[src/rtl/e203_exu_flush_arb.sv]
// N-channel fixed-priority pipeline-flush arbiter: locks the grant until the IFU acks,
// honours halt, flags dropped requests and counts flushes. Optional PC adder: E203_FLUSH_ARB_PCADD_EN.
module e203_exu_flush_arb #(
  parameter int NCH   = 2,
  parameter int PC_W  = 32,
  parameter int CNT_W = 16,
  localparam int IDW  = (NCH > 1) ? $clog2(NCH) : 1
) (
  input  logic                clk,
  input  logic                rst,
  input  logic [NCH-1:0]      req_i,
  input  logic [NCH*PC_W-1:0] op1_i,
  input  logic [NCH*PC_W-1:0] op2_i,
  output logic [NCH-1:0]      ack_o,
  input  logic                halt_i,
  output logic                pipe_flush_req_o,
  output logic [PC_W-1:0]     pipe_flush_add_op1_o,
  output logic [PC_W-1:0]     pipe_flush_add_op2_o,
`ifdef E203_FLUSH_ARB_PCADD_EN
  output logic [PC_W-1:0]     pipe_flush_pc_o,
`endif
  input  logic                pipe_flush_ack_i,
  output logic [IDW-1:0]      grant_id_o,
  output logic                flush_pulse_o,
  output logic [CNT_W-1:0]    flush_cnt_o,
  input  logic                cnt_clr_i,
  output logic                err_o
);

  typedef enum logic {IDLE, LOCK} state_t;

  state_t           state_q, state_d;
  logic [IDW-1:0]   lock_q;
  logic [IDW-1:0]   win;
  logic [IDW-1:0]   sel;
  logic             any_req;
  logic             flush_req;
  logic             op_valid;
  logic [CNT_W-1:0] cnt_q;
  logic             err_q;

  // Lowest index wins: scan downward so the last assignment is the highest priority.
  always_comb begin
    win = '0;
    for (int k = NCH - 1; k >= 0; k--) begin
      if (req_i[k]) win = IDW'(k);
    end
  end

  assign any_req = |req_i;

  // NOTE: every always_comb output gets a default first so no latch is inferred.
  always_comb begin
    state_d   = state_q;
    sel       = win;
    flush_req = 1'b0;
    ack_o     = '0;
    case (state_q)
      IDLE: begin
        sel       = win;
        flush_req = any_req & ~halt_i;
        if (flush_req & ~pipe_flush_ack_i) state_d = LOCK;
      end
      LOCK: begin
        // Halt is ignored here: an in-flight flush always completes.
        sel       = lock_q;
        flush_req = req_i[lock_q];
        if (~req_i[lock_q] | pipe_flush_ack_i) state_d = IDLE;
      end
      default: state_d = IDLE;
    endcase
    if (rst) flush_req = 1'b0;
    if (flush_req & pipe_flush_ack_i) ack_o[sel] = 1'b1;
  end

  assign op_valid             = (state_q == LOCK) | any_req;
  assign pipe_flush_req_o     = flush_req;
  assign flush_pulse_o        = flush_req & pipe_flush_ack_i;
  assign grant_id_o           = op_valid ? sel : '0;
  assign pipe_flush_add_op1_o = op_valid ? op1_i[sel*PC_W +: PC_W] : '0;
  assign pipe_flush_add_op2_o = op_valid ? op2_i[sel*PC_W +: PC_W] : '0;

`ifdef E203_FLUSH_ARB_PCADD_EN
  assign pipe_flush_pc_o = pipe_flush_add_op1_o + pipe_flush_add_op2_o;
`endif

  // NOTE: sequential state uses non-blocking assignments so all registers update together.
  always_ff @(posedge clk) begin
    if (rst) begin
      state_q <= IDLE;
      lock_q  <= '0;
      cnt_q   <= '0;
      err_q   <= 1'b0;
    end else begin
      state_q <= state_d;
      if ((state_q == IDLE) && (state_d == LOCK)) lock_q <= win;
      if (cnt_clr_i)                              cnt_q <= '0;
      else if (flush_pulse_o && (cnt_q != '1))    cnt_q <= cnt_q + 1'b1;
      if ((state_q == LOCK) && !req_i[lock_q])    err_q <= 1'b1;
    end
  end

  assign flush_cnt_o = cnt_q;
  assign err_o       = err_q;

endmodule

[config.mk]
export PLATFORM = sky130hd
export DESIGN_NAME = e203_exu_flush_arb
export DESIGN_NICKNAME = d
export VERILOG_FILES = /design/src/rtl/e203_exu_flush_arb.sv
export SDC_FILE = /design/constraint.sdc
export NUM_CORES = 1
export LEC_CHECK = 0
export BUFFER_PORTS_ARGS = -buffer_cell sky130_fd_sc_hd__buf_2
export CORE_AREA = 2 2 85 87
export DETAILED_ROUTE_END_ITERATION = 8
export DIE_AREA = 0 0 87 89
export PLACE_DENSITY = 0.69
export SLEW_MARGIN = 10
export SYNTH_ARGS = -nofsm -noshare
export SYNTH_HDL_FRONTEND = slang
export SYNTH_SLANG_ARGS = --single-unit
[constraint.sdc]
create_clock -name clk -period 2.2 [get_ports clk]
set_input_delay 0.11 -clock clk [delete_from_list [all_inputs] [get_ports clk]]
set_output_delay 0.11 -clock clk [all_outputs]
set_load 0.01 [all_outputs]
==> results of run 1 <==
area by class of cell:
class,instances,area share [%]
Clock buffer,3,1.32
Clock inverter,1,0.160
Inverter,3,0.361
Multi-Input combinational cell,283,44.5
Sequential cell,19,12.2
Tap cell,80,3.21
Timing Repair Buffer,225,38.3
cell usage in the layout, fill, tap and decap left out, types with 3 or more instances in the layout:
cell / instances
sky130_fd_sc_hd__buf_2: 220
sky130_fd_sc_hd__nand2_1: 134
sky130_fd_sc_hd__a21oi_1: 73
sky130_fd_sc_hd__dfxtp_1: 19
sky130_fd_sc_hd__nor2_1: 13
sky130_fd_sc_hd__nand3_1: 8
sky130_fd_sc_hd__nand4_1: 6
sky130_fd_sc_hd__xor2_1: 5
sky130_fd_sc_hd__o31ai_1: 5
sky130_fd_sc_hd__or4_1: 5
sky130_fd_sc_hd__and4_1: 4
sky130_fd_sc_hd__and3_1: 3
sky130_fd_sc_hd__a31oi_1: 3
sky130_fd_sc_hd__clkbuf_8: 3
sky130_fd_sc_hd__buf_12: 3
per-stage QoR:
| stage | std cells | setup slack, ns | utilization (%) |
|---|---|---|---|
| after global placement | 609 | 0.217 | 45.4 |
| after CTS | 613 | 0.122 | 46.1 |
| after detailed placement | 609 | 0.194 | 45.4 |
| after floorplan | 331 | 0.418 | - |
| final | 614 | 0.161 | 46.4 |
| after global routing | 614 | 0.00914 | 46.4 |
flip-flops by register name, indices dropped and copies added, names as in the netlist:
signal,flops
err_o,1
flush_cnt_o,16
lock_q,1
state_q,1
layer usage:
metal / vias up / track usage [%] / share of wire, %
met5: - / 0 / 0
met4: 0 / 3.27 / 1.2
met3: 9 / 3.79 / 8.8
met2: 126 / 30.3 / 49
met1: 1289 / 21.7 / 41
li1: 1526 / - / -
cells by family (layout without fill, tap and decap cells):
group	count (synthesis)	count (layout)	share of synthesized area, %
compound gates	89	89	26.6
xor+xnor	6	6	2.80
fa+ha+maj	1	1	0.667
buf+inv	29	232	5.94
flops	19	19	20.3
mux	2	2	1.07
simple gates	185	185	42.6
report_power, final:
group / switching [mW] / total [mW] / internal, mW
logic: 0.296 / 0.544 / 0.247
registers: 0.00344 / 0.350 / 0.346
clock network: 0.123 / 0.250 / 0.126
how the worst max path moves through the flow:
stage / start / end / depth (start not counted)
after global routing: state_q / flush_cnt_o[13] / 5
after floorplan: state_q / flush_cnt_o[10] / 6
final: state_q / flush_cnt_o[13] / 5
after detailed placement: state_q / flush_cnt_o[15] / 5
after global placement: state_q / flush_cnt_o[15] / 5
after CTS: state_q / pipe_flush_add_op1_o[3] / 7
worst max-delay path: cells and delay by family (launching register included):
family / cells / cell delay [ns]
AND/OR/NAND/NOR: 3 / 0.99
AO/OA/AOI/OAI: 2 / 0.52
flip-flops: 1 / 0.47
==> reports/results.txt, run 1 <==
The commonest cells after synthesis are sky130_fd_sc_hd__nand2_1 (134), sky130_fd_sc_hd__a21oi_1 (73), sky130_fd_sc_hd__clkbuf_1 (21). The type of destination of the critical path was a flip-flop. In this run the remaining antenna-violating nets after routing total 0. For the number of global-route vias before repair, the log shows 2460. At the end of the flow, the number of nets in the layout was 671. Based on the critical path, the design can be clocked at up to 491 MHz.

The initial utilization of the core area, before any placement, comes to 27.9%. A synthesized cell averages 5.66 sq um. Entering global routing, the biggest net connects 66 pins.

The buffer cell driving the clock tree root was sky130_fd_sc_hd__clkbuf_8. Buffers placed on the I/O ports in this run total 220. Number of buffers created by CTS: 3. For the standard-cell row count, the log shows 30.

The path with the worst hold slack has its endpoint at err_o. The number of buffers inserted by hold repair at cts came out at 0. Global routing finished with a remaining overflow of 0.

After filler insertion, the fill cell instance count of the layout stands at 720. The run gives 2.23 ns as the data arrival time of the critical path. Among all stages on the critical path, the largest delay is contributed by sky130_fd_sc_hd__or4_1.

Counting every net in the synthesized netlist gives 467. Part of the cycle the worst path needs: 92.7%. The post-CTS clock slew at the launch and capture registers of the worst setup and hold paths works out to 0.07 ns. The total vias in the final route is 2950.

In the routed design, unresolved DRC markers number 0. The global router's overall resource usage came out at 17.2%. Subtracting the final worst setup slack from the clock period gives 2.04 ns.

The count of max-cap constraint violations was 0. The flow ran to the end, and the final reports show no timing, DRC or antenna violations. From left edge to right edge, the die measures 87 microns. Counting every sink on the clock net gives 19. Of all nets on the critical path, the largest fanout is 15. The tools report the cell area after placement as 3050 sq um. Counting along the longest clock path gives a buffer depth of 2. The number of gates resized after cts was 0; the final number of setup-violating endpoints was 0. On the final layout, the worst hold slack is 0.102 ns. For the worst setup path, the data required time is 2.39 ns. For the number of distinct library cell variants in the gate-level netlist after synthesis, the log shows 33. Yosys instantiated no cell more often than sky130_fd_sc_hd__nand2_1.

Summing internal, switching and leakage power gives 1.14 mW. Summing all non-filler instances in the final layout gives an area of 3120 sq um. Cells with a size suffix above 1 make up 44.0% of the layout. Yosys mapped a number of flops with a built-in enable equal to 0. Measured along the y axis, the die boundary spans 89 microns.

The die covers 7740 sq um. For the level count of the clock H-tree, the log shows 1. The transition time at the pin with the least slew margin was 0.419 ns. Number of detailed-route iterations in the first pass: 5.

The largest incremental delay on the critical path was 0.57 ns. The final routed wirelength across all metal layers is 8.11 mm, and the number of design-rule violations left by the first detailed-router iteration is 83. Across the VDD grid, the largest voltage drop is 255 uV. Summing every instance area after synthesis gives 1870 sq um.

After detailed routing, the average wire length per cell comes to 13.2 microns. The relative slew slack came out at 71.7%. Using the TritonRoute via totals, the vias-per-cell ratio works out to 4.80.

In this run the power density over the cells is 366 nW/um^2. The clock latency at the later pin of the worst-skew pair was 0.26 ns; the synthesized instance count was 331. The top cell type by area accounts for 26.8% of the synthesized area. The post-synthesis sequential element count came out at 19. The startpoint identified for the worst register-to-register timing path is state_q.

For the number of antenna violations at the first check in global routing, the log shows 0. The worst hold path stage count was 2; the relative area change from synthesis to final layout was 66.5%. The register-to-register path setup slack was 0.16 ns. The number of hold-slack violations in the final timing report was 0; the final count of pins violating max slew was 0. For this run, the register share of the synthesized area comes to 20.3%.

Post-synthesis cell type with the largest combined area: sky130_fd_sc_hd__nand2_1. The tightest min-delay check is of the input pin to flip-flop type. The signal on the critical path passes through nor2b_1 > a2111oi_4 > nand3_2 > or4_1 > a21oi_1.

Total negative slack: 0 ns. The worst setup path is of the flip-flop to flip-flop kind. The run gives 0 as the antenna diode instance count.

The hold path startpoint is rst. Area taken by multi-input logic gates: 1390 sq um. STA classifies the critical path startpoint as a flip-flop.

By area the synthesized netlist is led by sky130_fd_sc_hd__nand2_1 (27%), sky130_fd_sc_hd__dfxtp_1 (20%), sky130_fd_sc_hd__a21oi_1 (19%), sky130_fd_sc_hd__clkbuf_1 (4.2%), sky130_fd_sc_hd__nor2_1 (2.6%). Registers take 380 sq um. The Yosys step of the flow raised 0 warnings.

The placer's final routability congestion estimate is 0.865, and the proportion of synthesized flip-flops having asynchronous set or reset is 0%. The number of setup buffers added after CTS is 0. In the synthesized netlist the dominant register cell turns out to be sky130_fd_sc_hd__dfxtp_1. For the final database, setup skew stands at 0.00223 ns. The logs give 221 for the number of top-level pins and 1.69 nW for the standby leakage power. The endpoint identified for the worst register-to-register timing path is flush_cnt_o[13].

The number of cell instances on the worst register-to-register path came out at 5. Setup repair after global routing left no endpoint under its margin. The tools report the area of the core region as 6720 sq um. The first global-routing pass estimated 11.2 mm of wire.

TritonCTS built the clock tree. The run gives 6.22 mm as the detailed-placement wirelength estimate.
No activity file was read; power rests on OpenSTA's default activity.
==> run 2, diff against run 1 <==
- RECOVER_POWER: unset -> 25
==> reports/results.txt, run 2 (synthesis gave the netlist of run 1 again) <==
The final critical path time including I/O delays and setup is 2.04 ns (+0.00289 ns). The final setup slack of the worst path came out at 0.158 ns (-0.00289 ns). The tools report the number of top-level pins as 221 (unchanged). The net switching power of the design was 0.424 mW (+0.28%); the standby leakage power was 1.61 nW (-4.7%). The run gives 66 (unchanged) as the maximum number of pins on one net before global-route repair.

STA classifies the critical path endpoint as a flip-flop. The layout cell share with drive strength beyond 1 was 40.6% (-3.4 points). The final count of pins violating max slew was 0 (unchanged); the total vias in the final route was 2975 (+0.85%). The quantity of I/O buffers inserted on ports is 220 (unchanged), and the antenna diode instance count is 0 (unchanged). For the cell total after placement, the log shows 609 (unchanged). For the internal power summed over all cells, the log shows 0.719 mW (about the same). The detailed-route vias per instance is 4.85 (+0.85%).

The tools report the share of power burned in registers as 30.6% (about the same). The global router's overall resource usage is 17.2% (unchanged). Setup repair after global routing left no endpoint under its margin. The biggest fanout along the worst timing path was 15 (unchanged); the clock network power share was 21.9% (about the same). For the maximum clock frequency, the log shows 490 MHz (-0.14%). The worst setup path is of the flip-flop to flip-flop kind. Leaving out fill and tap cells, the most frequent cells in the layout are sky130_fd_sc_hd__buf_2 (202), sky130_fd_sc_hd__nand2_1 (134), sky130_fd_sc_hd__a21oi_1 (73). The total setup buffers inserted after CTS was 0 (unchanged).

The tools report the final global-route overflow total as 0 (unchanged). TritonCTS built the clock tree. The final net count is 671 (unchanged), and the worst hold path stage count is 2 (unchanged). The run gives 2460 (unchanged) as the number of global-route vias before repair. For the clock sink count, the log shows 19 (unchanged). The area taken by multi-input logic gates is 1390 sq um (unchanged).

The final number of setup-violating endpoints was 0 (unchanged); the number of design-rule violations left by the first detailed-router iteration was 79 (-4.8%). Compared with the post-synthesis result, the final layout area differs by 65.3%. The detailed-placement wirelength estimate came out at 6.22 mm (unchanged). Level count of the clock H-tree: 1 (unchanged). The average detailed-routed wire length per instance was 13.3 microns (+0.52%); the number of routed nets with antenna violations was 0 (unchanged). The initial core utilization came out at 27.9% (unchanged). The hold slack was 0.102 ns (-0.000416 ns); the total power per unit cell area was 369 nW/um^2 (+0.78%). The overall die area was 7740 sq um (unchanged); the DRC violations left was 0 (unchanged).

The cell area after placement was 3050 sq um (unchanged). The relative slew slack came out at 72.8% (+1.1 points). The standard-cell row count was 30 (unchanged); the data arrival time of the critical path was 2.23 ns (about the same). The worst clock skew on the final layout was 0.00175 ns (-0.000479 ns); the final routed wirelength across all metal layers was 8.15 mm (+0.52%). The combinational fraction of design power was 47.5% (about the same); the clock latency at the later pin of the worst-skew pair was 0.26 ns (about the same). The post-CTS clock slew at the launch and capture registers of the worst setup and hold paths came out at 0.07 ns (about the same). The post-placement setup slack is 0.194 ns (unchanged), and the critical path data required time is 2.39 ns (about the same). The run gives 46.1% (-0.34 points) as the core utilization of the finished layout. The tools report the final cell area excluding filler cells as 3100 sq um (-0.72%). The horizontal extent of the die came out at 87 microns (unchanged).

The die boundary height came out at 89 microns (unchanged). The first-pass GRT wire length was 11.2 mm (unchanged); the part of the cycle the worst path needs was 92.8% (+0.13 points). The transition time at the pin with the least slew margin came out at 0.402 ns (-0.0169 ns). For the register area, the log shows 380 sq um (unchanged). Most frequent standard cell in the layout excluding fill and tap cells: sky130_fd_sc_hd__buf_2. The number of flip-flops in the largest register came out at 16 (unchanged).

The logs give 0 ns (unchanged) for the total negative slack and 0 (unchanged) for the number of gates resized after cts. The run finished with clean final reports. The number of buffers between clock root and the deepest sink came out at 2 (unchanged). The number of hold-slack violations in the final timing report was 0 (unchanged); the non-filler instance count after layout was 614 (unchanged). The worst hold path belongs to the class input pin to flip-flop. The area of the core region came out at 6720 sq um (unchanged). The number of antenna violations at the first check in global routing came out at 0 (unchanged). The tree is rooted in a sky130_fd_sc_hd__clkbuf_8. The worst setup path is launched from a flip-flop.

For the count of max-cap constraint violations, the log shows 0 (unchanged). The proportion of total power due to net switching is 37.1% (+0.084 points), and the number of detailed-route iterations in the first pass is 4 (-1). The placer's final routability congestion estimate is 0.865 (unchanged).

The logs give 256 uV (+0.67%) for the highest ir drop seen on vdd and 3 (unchanged) for the number of buffers created by CTS. The number of buffers inserted by hold repair at cts was 0 (unchanged); the number of fill cells in the layout was 724 (+0.56%). The total power after layout is 1.14 mW (about the same), and the number of cell instances on the worst register-to-register path is 6 (+1).
==> run 2: routing by layer <==
| layer | vias to the layer above | GRT usage [%] | share of wire (%) |
|---|---|---|---|
| met5 | - | 0 | 0 |
| met4 | 0 | 3.27 | 1.2 |
| met3 | 9 | 3.79 | 8.0 |
| met2 | 122 | 30.3 | 49 |
| met1 | 1319 | 21.7 | 41 |
| li1 | 1525 | - | - |
==> run 2: worst paths after layout <==
kind	startpoint	to	slack, ns
setup / recovery	flush_cnt_o[0]	flush_cnt_o[13]	0.16
hold / removal	req_i[0]	lock_q	0.10
setup reg to reg	flush_cnt_o[0]	flush_cnt_o[13]	0.16
hold reg to reg	err_o	err_o	0.48
==> run 2: final cells by class <==
| cell class | instances | area share [%] |
|---|---|---|
| flip-flops and latches | 19 | 12.3 |
| multi-input cells | 283 | 44.8 |
| inverters | 3 | 0.363 |
| clock inverters | 1 | 0.162 |
| well taps | 80 | 3.23 |
| repair buffers | 225 | 37.8 |
| clock buffers | 3 | 1.33 |
==> run 2: critical path, stage by stage, from the launching register on <==
cell and delay, ns:
sky130_fd_sc_hd__dfxtp_1 0.36, sky130_fd_sc_hd__ha_1 0.25, sky130_fd_sc_hd__and4_1 0.26, sky130_fd_sc_hd__nand4_1 0.14, sky130_fd_sc_hd__nand3_2 0.25, sky130_fd_sc_hd__or4_1 0.57
sky130_fd_sc_hd__a21oi_1 0.15
==> run 2: power by group through the flow <==
stage | Sequential [mW] | Combinational (mW) | Clock (mW)
3_3_place_gp | 0.358 | 0.532 | 0
5_1_grt | 0.350 | 0.598 | 0.256
2_1_floorplan | 0.358 | 0.257 | 0
3_5_place_dp | 0.358 | 0.538 | 0
6_report | 0.350 | 0.543 | 0.250
4_1_cts | 0.350 | 0.540 | 0.249
==> run 3, diff against run 2 <==
- CAP_MARGIN: unset -> 15
- REMOVE_ABC_BUFFERS: unset -> 1
==> reports/results.txt, run 3 (synthesis gave the netlist of run 1 again) <==
Global router's overall resource usage: 19.5% (+2.3 points). The logs give 221 (unchanged) for the number of top-level pins and 1.61 nW (about the same) for the standby leakage power. The number of routed nets with antenna violations was 0 (unchanged); the biggest fanout along the worst timing path was 66 (+51). The number of detailed-route iterations in the first pass was 4 (unchanged); the number of buffers between clock root and the deepest sink was 2 (unchanged).

The number of antenna violations at the first check in global routing was 0 (unchanged). The logs give 7740 sq um (unchanged) for the overall die area and 0.841 (-2.8%) for the placer's final routability congestion estimate. Layout cell share with drive strength beyond 1: 40.9% (+0.30 points). For the met1 layer usage reported by global route, the log shows 25.8% (+4.1 points). The tools report the critical path launch point type as a flip-flop.

For the fraction of met3 tracks used by global routing, the log shows 3.14% (-0.65 points). The clock sink count is 19 (unchanged), and the total vias in the final route is 3060 (+2.9%). The total power after layout is 1.15 mW (+0.73%), and the DRC violations left is 0 (unchanged). The tools report the number of buffers created by CTS as 3 (unchanged).

The detailed-placement wirelength estimate came out at 6.93 mm (+11%). The average detailed-routed wire length per instance is 14.3 microns (+7.4%), and the transition time at the pin with the least slew margin is 0.395 ns (-0.00708 ns). The final net count came out at 672 (+0.15%). The run gives 128 (+62%) as the number of design-rule violations left by the first detailed-router iteration. The tools report the critical path data required time as 2.09 ns (-0.30 ns). The met2 capacity usage during global routing is 33.2% (+3.0 points), and the part of the cycle the worst path needs is 92.6% (-0.21 points).

The library cells used most frequently in the layout, excluding fill and tap cells, are sky130_fd_sc_hd__buf_2 (203), sky130_fd_sc_hd__nand2_1 (134), sky130_fd_sc_hd__a21oi_1 (73). The post-CTS clock slew at the launch and capture registers of the worst setup and hold paths is 0.07 ns (about the same). The tools report the number of global-route vias before repair as 2542 (+3.3%). For the highest ir drop seen on vdd, the log shows 402 uV (+57%). The logs give 491 MHz (+0.23%) for the maximum clock frequency and 0 (unchanged) for the antenna diode instance count.

The number of fill cells in the layout was 702 (-3.0%). Worst min-delay path class: input pin to flip-flop. The buffer cell driving the clock tree root is sky130_fd_sc_hd__clkbuf_8. The kind of critical path was flip-flop to output pin. The global routing stage identified its most utilized layer as met2. The final global-route overflow total came out at 0 (unchanged). Die boundary height: 89 microns (unchanged). Area of the core region: 6720 sq um (unchanged). Setup repair after global routing left no endpoint under its margin.

First-pass GRT wire length: 12.2 mm (+9.6%). The flow ran to the end, and the final reports show no timing, DRC or antenna violations. From synthesis to final layout, the design area changed by 64.6%. The number of flip-flops in the largest register was 16 (unchanged). For the initial core utilization, the log shows 27.9% (unchanged). The clock latency at the later pin of the worst-skew pair is 0.27 ns (about the same), and the level count of the clock H-tree is 1 (unchanged). The data arrival time of the critical path was 1.93 ns (-0.30 ns). The quantity of I/O buffers inserted on ports works out to 220 (unchanged). The count of max-cap constraint violations was 0 (unchanged). The total power per unit cell area came out at 374 nW/um^2 (+1.2%). The final count of pins violating max slew was 0 (unchanged); the horizontal extent of the die was 87 microns (unchanged). The run gives 0 (unchanged) as the final number of setup-violating endpoints. The final routed wirelength across all metal layers is 8.77 mm (+7.6%).

The number of hold-slack violations in the final timing report came out at 0 (unchanged). TritonCTS built the clock tree. The detailed-route vias per instance is 4.98 (+2.7%), and the maximum number of pins on one net before global-route repair is 67 (+1.5%).

The worst clock skew on the final layout was 0.00779 ns (+0.00604 ns); the final critical path time including I/O delays and setup was 2.04 ns (-0.00471 ns). Core utilization of the finished layout: 45.9% (-0.20 points). Total setup buffers inserted after CTS: 0 (unchanged). The run gives 30 (unchanged) as the standard-cell row count. The worst setup path is captured at an output pin. For the relative slew slack, the log shows 73.3% (+0.48 points).

The most frequent standard cell in the layout excluding fill and tap cells is sky130_fd_sc_hd__buf_2.
run 3: cell count changes in the layout (fill, tap and decap cells not counted), sizes merged:
cell / previous run / this run
buf: 206 / 209
clkbuf: 22 / 20
run 3: path summary, 6_finish.rpt:
check,from,end,slack (ns),cells after the start
max,state_q,pipe_flush_add_op2_o[5],0.16,7
min,rst,err_o,0.11,2
max reg2reg,state_q,flush_cnt_o[13],0.17,5
min reg2reg,err_o,err_o,0.50,2
run 3: layout make-up:
| type | instances | area (sq um) | area share, % |
|---|---|---|---|
| clock buffers | 3 | 41.3 | 1.34 |
| clock inverters | 1 | 5.00 | 0.162 |
| inverters | 3 | 11.3 | 0.365 |
| multi-input cells | 283 | 1400 | 45.3 |
| flip-flops and latches | 19 | 380 | 12.3 |
| well taps | 80 | 100 | 3.25 |
| repair buffers | 226 | 1150 | 37.3 |
run 3: power breakdown:
group	switching (mW)	total (mW)	internal, mW
registers	0.00372	0.350	0.346
logic	0.302	0.545	0.243
clock network	0.130	0.257	0.127
total	0.436	1.15	0.716
run 3: through the flow:
step / hold WS (ns) / worst slack (ns) / instances / TNS, ns / area, sq um
floorplan: 0.182 / -1.82 / 305 / -118.27 / 1770
global placement: 0.375 / 0.216 / 611 / 0 / 3050
detailed placement: 0.380 / 0.124 / 611 / 0 / 3050
CTS: 0.101 / 0.0998 / 615 / 0 / 3100
global route: 0.109 / 0.0103 / 615 / 0 / 3080
finish: 0.107 / 0.163 / 615 / 0 / 3080
run 3: per-layer routing:
layer,vias up,part of all wire (%)
met5,-,0
met4,0,1.2
met3,8,8.8
met2,145,48
met1,1376,41
li1,1531,-
run 3: worst max-delay path, cell delays in order, from the launching register on:
cell and delay (ns):
sky130_fd_sc_hd__dfxtp_1 0.39, sky130_fd_sc_hd__nand2b_1 0.18, sky130_fd_sc_hd__o21a_2 0.23, sky130_fd_sc_hd__inv_2 0.07, sky130_fd_sc_hd__buf_12 0.25, sky130_fd_sc_hd__nand2_1 0.09
sky130_fd_sc_hd__a21oi_1 0.24, sky130_fd_sc_hd__buf_2 0.18
run 3: repair_timing:
item / in CTS / in global routing
endpoints found under the setup margin: 0 / 4
gates resized for setup: 0 / 1
hold buffers: 0 / 0
